**src/rtl/atm_txn_engine_if.sv**
```systemverilog
// Controller-facing signal bundle for the ATM transaction engine.
// The controller/bench drives through master; the engine receives through slave.
interface atm_txn_engine_if #(
  parameter int unsigned ACCT_W = 3,
  parameter int unsigned AMT_W  = 16,
  parameter int unsigned BAL_W  = 24
);
  logic              stored_done;
  logic [ACCT_W-1:0] acct_id;
  logic              amount_valid;
  logic [AMT_W-1:0]  amount;
  logic              deposite_selected;
  logic              withdraw_selected;
  logic              update_balance;
  logic              txn_clear;
  logic              pin_restart;
  logic              day_tick;
  logic              Amount_entered;
  logic              Valid_Transaction;
  logic [1:0]        err_code;
  logic [BAL_W-1:0]  balance;
  logic              commit_done;

  modport master (
    output stored_done, acct_id, amount_valid, amount, deposite_selected,
           withdraw_selected, update_balance, txn_clear, pin_restart, day_tick,
    input  Amount_entered, Valid_Transaction, err_code, balance, commit_done
  );

  modport slave (
    input  stored_done, acct_id, amount_valid, amount, deposite_selected,
           withdraw_selected, update_balance, txn_clear, pin_restart, day_tick,
    output Amount_entered, Valid_Transaction, err_code, balance, commit_done
  );
endinterface

```
**src/rtl/atm_txn_engine.sv**
```systemverilog
// ATM transaction datapath: per-account balances and daily withdrawal totals,
// amount validation, and a single balance commit per verified transaction.
module atm_txn_engine #(
  parameter int unsigned NUM_ACCTS    = 8,
  parameter int unsigned ACCT_W       = 3,
  parameter int unsigned AMT_W        = 16,
  parameter int unsigned BAL_W        = 24,
  parameter int unsigned INIT_BALANCE = 1000,
  parameter int unsigned MAX_DEPOSIT  = 10000,
  parameter int unsigned DAILY_LIMIT  = 20000,
  parameter int unsigned UNIT_LOG2    = 4
) (
  input logic               clk,
  input logic               rst_n,
  atm_txn_engine_if.slave   bus
);

  localparam int unsigned BW1 = BAL_W + 1;
  localparam int unsigned DW  = AMT_W + 1;
  localparam int unsigned DW1 = AMT_W + 2;

  localparam logic [BAL_W-1:0] InitBal  = BAL_W'(INIT_BALANCE);
  localparam logic [BAL_W:0]   BalMax   = {1'b0, {BAL_W{1'b1}}};
  localparam logic [AMT_W-1:0] MaxDep   = AMT_W'(MAX_DEPOSIT);
  localparam logic [DW1-1:0]   DailyLim = DW1'(DAILY_LIMIT);

  typedef enum logic [2:0] {
    StIdle,
    StSession,
    StCheck,
    StHold,
    StCommit
  } state_e;

  state_e            r_state;
  state_e            w_state_d;
  logic [ACCT_W-1:0] r_sess_acct;
  logic [ACCT_W-1:0] w_sess_d;
  logic [AMT_W-1:0]  r_amt;
  logic              r_is_wd;
  logic              r_valid;
  logic [1:0]        r_err;
  logic              r_commit_done;
  logic [BAL_W-1:0]  r_balance;
  logic [BAL_W-1:0]  r_bal   [NUM_ACCTS];
  logic [DW-1:0]     r_daily [NUM_ACCTS];

  logic              w_acct_ok;
  logic              w_one_sel;
  logic [BAL_W-1:0]  w_bal_sess;
  logic [DW-1:0]     w_daily_sess;
  logic [BAL_W:0]    w_amt_wide;
  logic [BAL_W:0]    w_dep_sum;
  logic [DW1-1:0]    w_wd_daily;
  logic [DW-1:0]     w_daily_sat;
  logic [1:0]        w_err;

  assign w_acct_ok    = (32'(bus.acct_id) < NUM_ACCTS);
  assign w_one_sel    = bus.deposite_selected ^ bus.withdraw_selected;
  assign w_bal_sess   = r_bal[r_sess_acct];
  assign w_daily_sess = r_daily[r_sess_acct];
  assign w_amt_wide   = BW1'(r_amt);
  assign w_dep_sum    = {1'b0, w_bal_sess} + w_amt_wide;
  assign w_wd_daily   = {1'b0, w_daily_sess} + DW1'(r_amt);
  assign w_daily_sat  = w_wd_daily[DW1-1] ? {DW{1'b1}} : w_wd_daily[DW-1:0];

  // Check rules; all sums carry one extra bit so nothing wraps.
  always_comb begin
    w_err = 2'd0;
    if (!r_is_wd) begin
      if ((r_amt == '0) || (r_amt > MaxDep) || (w_dep_sum > BalMax)) begin
        w_err = 2'd1;
      end
    end else if ((r_amt == '0) || (r_amt[UNIT_LOG2-1:0] != '0) || (w_wd_daily > DailyLim)) begin
      w_err = 2'd3;
    end else if (w_amt_wide > {1'b0, w_bal_sess}) begin
      w_err = 2'd2;
    end
  end

  always_ff @(posedge clk or negedge rst_n) begin
    if (!rst_n) begin
      r_state <= StIdle;
    end else begin
      r_state <= w_state_d;
    end
  end

  always_comb begin
    w_state_d = r_state;
    unique case (r_state)
      StIdle: begin
        if (bus.stored_done && w_acct_ok) begin
          w_state_d = StSession;
        end
      end
      StSession: begin
        if (bus.amount_valid && w_one_sel) begin
          w_state_d = StCheck;
        end
      end
      StCheck: begin
        w_state_d = StHold;
      end
      StHold: begin
        if (bus.update_balance && r_valid) begin
          w_state_d = StCommit;
        end else if (bus.txn_clear) begin
          w_state_d = StSession;
        end
      end
      StCommit: begin
        w_state_d = StSession;
      end
      default: begin
        w_state_d = StIdle;
      end
    endcase
    // Session end wins over everything; a COMMIT in flight still writes.
    if (bus.pin_restart) begin
      w_state_d = StIdle;
    end
  end

  always_comb begin
    w_sess_d = r_sess_acct;
    if ((r_state == StIdle) && (w_state_d == StSession)) begin
      w_sess_d = bus.acct_id;
    end
  end

  always_ff @(posedge clk or negedge rst_n) begin
    if (!rst_n) begin
      r_sess_acct   <= '0;
      r_amt         <= '0;
      r_is_wd       <= 1'b0;
      r_valid       <= 1'b0;
      r_err         <= 2'd0;
      r_commit_done <= 1'b0;
      r_balance     <= '0;
    end else begin
      r_sess_acct   <= w_sess_d;
      r_commit_done <= (r_state == StCommit);
      if ((r_state == StSession) && (w_state_d == StCheck)) begin
        r_amt   <= bus.amount;
        r_is_wd <= bus.withdraw_selected;
      end
      if ((w_state_d == StIdle) || (w_state_d == StSession)) begin
        r_valid <= 1'b0;
        r_err   <= 2'd0;
      end else if (r_state == StCheck) begin
        r_valid <= (w_err == 2'd0);
        r_err   <= w_err;
      end
      // Reads the pre-commit array, so a write shows up two edges after HOLD.
      r_balance <= (w_state_d == StIdle) ? '0 : r_bal[w_sess_d];
    end
  end

  always_ff @(posedge clk or negedge rst_n) begin
    if (!rst_n) begin
      for (int i = 0; i < int'(NUM_ACCTS); i++) begin
        r_bal[i]   <= InitBal;
        r_daily[i] <= '0;
      end
    end else begin
      if (bus.day_tick) begin
        for (int i = 0; i < int'(NUM_ACCTS); i++) begin
          r_daily[i] <= '0;
        end
      end
      if (r_state == StCommit) begin
        if (r_is_wd) begin
          r_bal[r_sess_acct]   <= w_bal_sess - BAL_W'(r_amt);
          r_daily[r_sess_acct] <= bus.day_tick ? DW'(r_amt) : w_daily_sat;
        end else begin
          r_bal[r_sess_acct] <= w_dep_sum[BAL_W-1:0];
        end
      end
    end
  end

  assign bus.Amount_entered    = (r_state == StCheck) || (r_state == StHold);
  assign bus.Valid_Transaction = r_valid;
  assign bus.err_code          = r_err;
  assign bus.balance           = r_balance;
  assign bus.commit_done       = r_commit_done;

endmodule

```
**src/flat_wrapper.sv**
```systemverilog
// flat-port wrapper written by rule: the top's interface ports become plain ports
module atm_txn_engine_flat 
#(
  parameter int unsigned NUM_ACCTS    = 8,
  parameter int unsigned ACCT_W       = 3,
  parameter int unsigned AMT_W        = 16,
  parameter int unsigned BAL_W        = 24,
  parameter int unsigned INIT_BALANCE = 1000,
  parameter int unsigned MAX_DEPOSIT  = 10000,
  parameter int unsigned DAILY_LIMIT  = 20000,
  parameter int unsigned UNIT_LOG2    = 4
)
  (clk, rst_n, bus_stored_done, bus_acct_id, bus_amount_valid, bus_amount, bus_deposite_selected, bus_withdraw_selected, bus_update_balance, bus_txn_clear, bus_pin_restart, bus_day_tick, bus_Amount_entered, bus_Valid_Transaction, bus_err_code, bus_balance, bus_commit_done);
  atm_txn_engine_if #(.ACCT_W(ACCT_W), .AMT_W(AMT_W), .BAL_W(BAL_W)) bus_i ();
  input logic clk;
  input logic rst_n;
  input wire logic [$bits(bus_i.stored_done)-1:0] bus_stored_done;
  input wire logic [$bits(bus_i.acct_id)-1:0] bus_acct_id;
  input wire logic [$bits(bus_i.amount_valid)-1:0] bus_amount_valid;
  input wire logic [$bits(bus_i.amount)-1:0] bus_amount;
  input wire logic [$bits(bus_i.deposite_selected)-1:0] bus_deposite_selected;
  input wire logic [$bits(bus_i.withdraw_selected)-1:0] bus_withdraw_selected;
  input wire logic [$bits(bus_i.update_balance)-1:0] bus_update_balance;
  input wire logic [$bits(bus_i.txn_clear)-1:0] bus_txn_clear;
  input wire logic [$bits(bus_i.pin_restart)-1:0] bus_pin_restart;
  input wire logic [$bits(bus_i.day_tick)-1:0] bus_day_tick;
  output wire logic [$bits(bus_i.Amount_entered)-1:0] bus_Amount_entered;
  output wire logic [$bits(bus_i.Valid_Transaction)-1:0] bus_Valid_Transaction;
  output wire logic [$bits(bus_i.err_code)-1:0] bus_err_code;
  output wire logic [$bits(bus_i.balance)-1:0] bus_balance;
  output wire logic [$bits(bus_i.commit_done)-1:0] bus_commit_done;
  assign bus_i.stored_done = bus_stored_done;
  assign bus_i.acct_id = bus_acct_id;
  assign bus_i.amount_valid = bus_amount_valid;
  assign bus_i.amount = bus_amount;
  assign bus_i.deposite_selected = bus_deposite_selected;
  assign bus_i.withdraw_selected = bus_withdraw_selected;
  assign bus_i.update_balance = bus_update_balance;
  assign bus_i.txn_clear = bus_txn_clear;
  assign bus_i.pin_restart = bus_pin_restart;
  assign bus_i.day_tick = bus_day_tick;
  assign bus_Amount_entered = bus_i.Amount_entered;
  assign bus_Valid_Transaction = bus_i.Valid_Transaction;
  assign bus_err_code = bus_i.err_code;
  assign bus_balance = bus_i.balance;
  assign bus_commit_done = bus_i.commit_done;
  atm_txn_engine #(.NUM_ACCTS(NUM_ACCTS), .ACCT_W(ACCT_W), .AMT_W(AMT_W), .BAL_W(BAL_W), .INIT_BALANCE(INIT_BALANCE), .MAX_DEPOSIT(MAX_DEPOSIT), .DAILY_LIMIT(DAILY_LIMIT), .UNIT_LOG2(UNIT_LOG2)) u_core (.clk(clk), .rst_n(rst_n), .bus(bus_i));
endmodule
```
**config.mk**
```make
export PLATFORM = sky130hd
export DESIGN_NAME = atm_txn_engine_flat
export DESIGN_NICKNAME = d
export VERILOG_FILES = /design/src/rtl/atm_txn_engine_if.sv /design/src/rtl/atm_txn_engine.sv /design/src/flat_wrapper.sv
export SDC_FILE = /design/constraint.sdc
export NUM_CORES = 1
export LEC_CHECK = 0
export BUFFER_PORTS_ARGS = -buffer_cell sky130_fd_sc_hd__buf_2
export CAP_MARGIN = 25
export CORE_AREA = 2 2 189 191
export CTS_CLUSTER_SIZE = 12
export DETAILED_ROUTE_END_ITERATION = 10
export DIE_AREA = 0 0 191 193
export PLACE_DENSITY_LB_ADDON = 0.15
export SETUP_SLACK_MARGIN = 0.4
export SYNTH_ARGS = -nofsm -noshare
export SYNTH_HDL_FRONTEND = slang
export SYNTH_SLANG_ARGS = --single-unit
```
**constraint.sdc**
```tcl
create_clock -name clk -period 6.4 [get_ports clk]
set_clock_uncertainty 0.05 [all_clocks]
set_input_delay 1.92 -clock clk [delete_from_list [all_inputs] [get_ports clk]]
set_output_delay 1.92 -clock clk [all_outputs]
set_load 0.01 [all_outputs]
```
==> flow_metrics.env <==
export IMPL_synth_simple_area_share_pct=13.8
export IMPL_netlist_instances=2163
export IMPL_finalSetupViolCount=0
export IMPL_clk_pin_slew_ns=0.06
export IMPL_synthDistinctLibCells=84
export IMPL_ys_top_cells_by_area="dfrtp_1, o21ai_0, dfstp_2"
export IMPL_timing_setup_tns_ns=0
export IMPL_ir_drop_mv=0.245
export IMPL_post_cts_repair_setup_buffers=0
export IMPL_crit_type="reg -> reg"
export IMPL_antenna_found_initial=0
export IMPL_ys_seq_elements=379
export IMPL_syn_nets=2243
export IMPL_drv_slew=0
export IMPL_drive_above_1_share_pct=15.4
export IMPL_port_buffers=57
export IMPL_finalWirelength_um=69500
export IMPL_drc=0
export IMPL_synth_top_cell_area_share_pct=39.9
export IMPL_initial_core_util_pct=59.3
export IMPL_place_inst=2570
export IMPL_die_y_um=193
export IMPL_dr_pass1_iters=6
export IMPL_gp_congestion=0.950
export IMPL_power_leakage_nw=9.80
export IMPL_cts_tree="yes"
export IMPL_async_reset_ff_share_pct=100
export IMPL_areaGrowthSynthToFinish_pct=10.3
export IMPL_timing_fmax_ghz=0.172
export IMPL_rsz0062_at_grt="no"
export IMPL_dieArea_mm2=0.0369
export IMPL_antenna_left=0
export IMPL_cp_data_arrival_time_ns=6.19
export IMPL_cp_end_kind="flip-flop"
export IMPL_top_usage_layer="met2"
export IMPL_die_x_um=191
export IMPL_hold_path_class="reg -> reg"
export IMPL_syn_area_per_cell_um2=9.59
export IMPL_synthesis_area_mm2=0.0207
export IMPL_track_usage_pct=38.3
export IMPL_synth_warnings=0
export IMPL_start_kind="flip-flop"
export IMPL_final_cells=2648
export IMPL_yosys_area_share_adder_pct=3.19
export IMPL_nets=2234
export IMPL_maxCapViolCount=0
export IMPL_required_ns=6.77
export IMPL_grt_util_met1_pct=47.9
export IMPL_synth_top_family_by_area="compound AO/OA/AOI/OAI gates"
export IMPL_grt_ovfl_total=0
export IMPL_core_area_mm2=0.0350
export IMPL_muxShareOfSynthArea_pct=7.19
export IMPL_grt_util_met2_pct=59.6
export IMPL_insertion_delay_ns=0.59
export IMPL_power_mw=7.18
export IMPL_num_vias=18200
export IMPL_synth_edf_count=0
export IMPL_cts_root_buf="clkbuf_16"
export IMPL_maxSlewHeadroom_pct=28.7
export IMPL_cts_inserted_buffers=42
export IMPL_status="complete, no violations"
export IMPL_ys_flop_type="dfrtp_1"
export IMPL_via_per_inst=6.88
export IMPL_ioPinCount=58
export IMPL_power_density_mw_per_mm2=314
export IMPL_num_rows=69
export IMPL_synth_xor_area_share_pct=1.47
export IMPL_grt_pass1_vias=17900
export IMPL_met3_usage_pct=8.58
export IMPL_dp_hpwl_um=44500
export IMPL_synth_compound_area_share_pct=24.1
export IMPL_fin_crit_ns=5.82
export IMPL_grt_max_degree=136
export IMPL_ys_seq_area_share_pct=46.0
export IMPL_first_iter_violations=1963
export IMPL_grt_pass1_wl_um=106000
export IMPL_hold_slack_ns=0.440
export IMPL_cts_buffer_depth=3
export IMPL_clock_sinks=379
export IMPL_hold_viol=0
export IMPL_tightest_slew_ns=1.07
export IMPL_yosysTopAreaCell="dfrtp_1"
export IMPL_path_max_fanout=20
export IMPL_wire_per_inst_um=26.3
export IMPL_htree_num_levels=2
export IMPL_finalCritPeriodShare_pct=91.0
cells by family (layout without fill, tap and decap cells):
family                   count (synthesis)  count (layout)
AO/OA/AOI/OAI                          794             794
AND/OR/NAND/NOR                        613             614
flip-flops                             379             379
buffers and inverters                  210             232
multiplexers                            82              82
adder cells (fa/ha/maj)                 51              51
XOR/XNOR                                34              34
other                                    0               1
synthesized netlist by cell type, types with 9 or more instances:
master	number
xor2_1	11
buf_2	18
dfstp_2	48
o2111ai_1	12
nand2b_1	10
or3_1	10
a221oi_1	23
nor2_1	93
ha_1	48
a22o_1	44
and2_1	12
mux2_2	9
o21ai_1	14
mux2i_1	19
a22oi_1	95
mux4_2	52
a21oi_1	139
nand3_1	166
buf_1	9
a21o_1	9
nor3_1	23
dfrtp_1	331
and3_1	15
a211oi_1	12
o211ai_1	9
o21a_1	23
inv_1	43
o21ai_0	319
nand2_1	217
nor2b_1	11
xnor2_1	22
clkbuf_1	132
nand4_1	21
a31oi_1	23
o22ai_2	10
layer usage:
metal,wire (µm),vias to the layer above
li1,-,8021
met1,26500,8875
met2,31300,1055
met3,6500,275
met4,5200,0
met5,0,-
worst paths after layout:
check	to	startpoint	cells past startpoint	slack [ns]
worst max-delay path	u_core.r_bal[42]	u_core.r_sess_acct[2]	18	0.58
worst min-delay path	u_core.r_bal[30]	u_core.r_bal[30]	2	0.44
worst max register to register	u_core.r_bal[42]	u_core.r_sess_acct[2]	18	0.58
worst min register to register	u_core.r_bal[30]	u_core.r_bal[30]	2	0.44
max in group asynchronous	u_core.r_daily[22]	rst_n	2	3.70
min in group asynchronous	u_core.r_state[0]	rst_n	1	1.30
sequential cells by signal, summed over array words and instances (netlist names):
signal,count
u_core.bus.Valid_Transaction,1
u_core.bus.balance,24
u_core.bus.commit_done,1
u_core.bus.err_code,2
u_core.r_amt,16
u_core.r_bal,192
u_core.r_daily,136
u_core.r_is_wd,1
u_core.r_sess_acct,3
u_core.r_state,3
area by class of cell:
class,instances,area (µm²)
Sequential cell,379,9550
Antenna cell,1,2.50
Clock buffer,66,1220
Multi-Input combinational cell,1575,10400
Timing Repair Buffer,113,782
Tap cell,461,577
Fill cell,2855,12100
Inverter,43,164
Clock inverter,10,155
worst max-delay path, stage by stage, from the launching register on:
cell      delay (ns)
dfrtp_1         0.58
buf_4           0.30
nand2_1         0.34
nor2_4          0.58
buf_12          0.26
a22oi_1         0.11
and3_1          0.20
inv_1           0.06
ha_1            0.15
inv_1           0.06
fa_1            0.43
nor2_1          0.16
o221ai_1        0.20
a211oi_1        0.57
a311oi_2        0.29
a21oi_1         0.44
a32oi_1         0.23
xnor2_1         0.49
o21ai_0         0.15
power by group:
| part | switching [mW] | internal [mW] | leakage (nW) | total [mW] |
|---|---|---|---|---|
| Combinational | 1.53 | 0.590 | 4.05 | 2.12 |
| Sequential | 0.156 | 2.45 | 5.08 | 2.60 |
| Clock | 1.01 | 1.44 | 0.673 | 2.45 |
| Total | 2.70 | 4.47 | 9.80 | 7.18 |
metrics by stage:
stage / cell area (µm²) / setup slack [ns] / utilization (%)
after floorplan: 20700 / 2.09 / -
after global placement: 21500 / 0.934 / 61.4
after detailed placement: 21500 / 0.721 / 61.4
after CTS: 22900 / 0.696 / 65.4
after global routing: 22900 / 0.462 / 65.4
final: 22900 / 0.578 / 65.4
timing repair:
item	CTS	global route
hold buffers	0	0
gates resized for setup	0	0
endpoints found under the setup margin	0	12
placed cells by master, fill, tap and decap left out, drive strengths merged, types with 23 or more instances in the layout:
master and n:
a21oi 139, a221oi 24, nor3 23, nor2 95
nand3 167, a22oi 95, inv 45, buf 113
xnor2 23, dfstp 48, o21a 23, ha 48
mux4 52, a31oi 23, clkbuf 66, a22o 44
nand2 219, dfrtp 331, o21ai 333
Note: power is estimated with default switching activity, not from simulation.
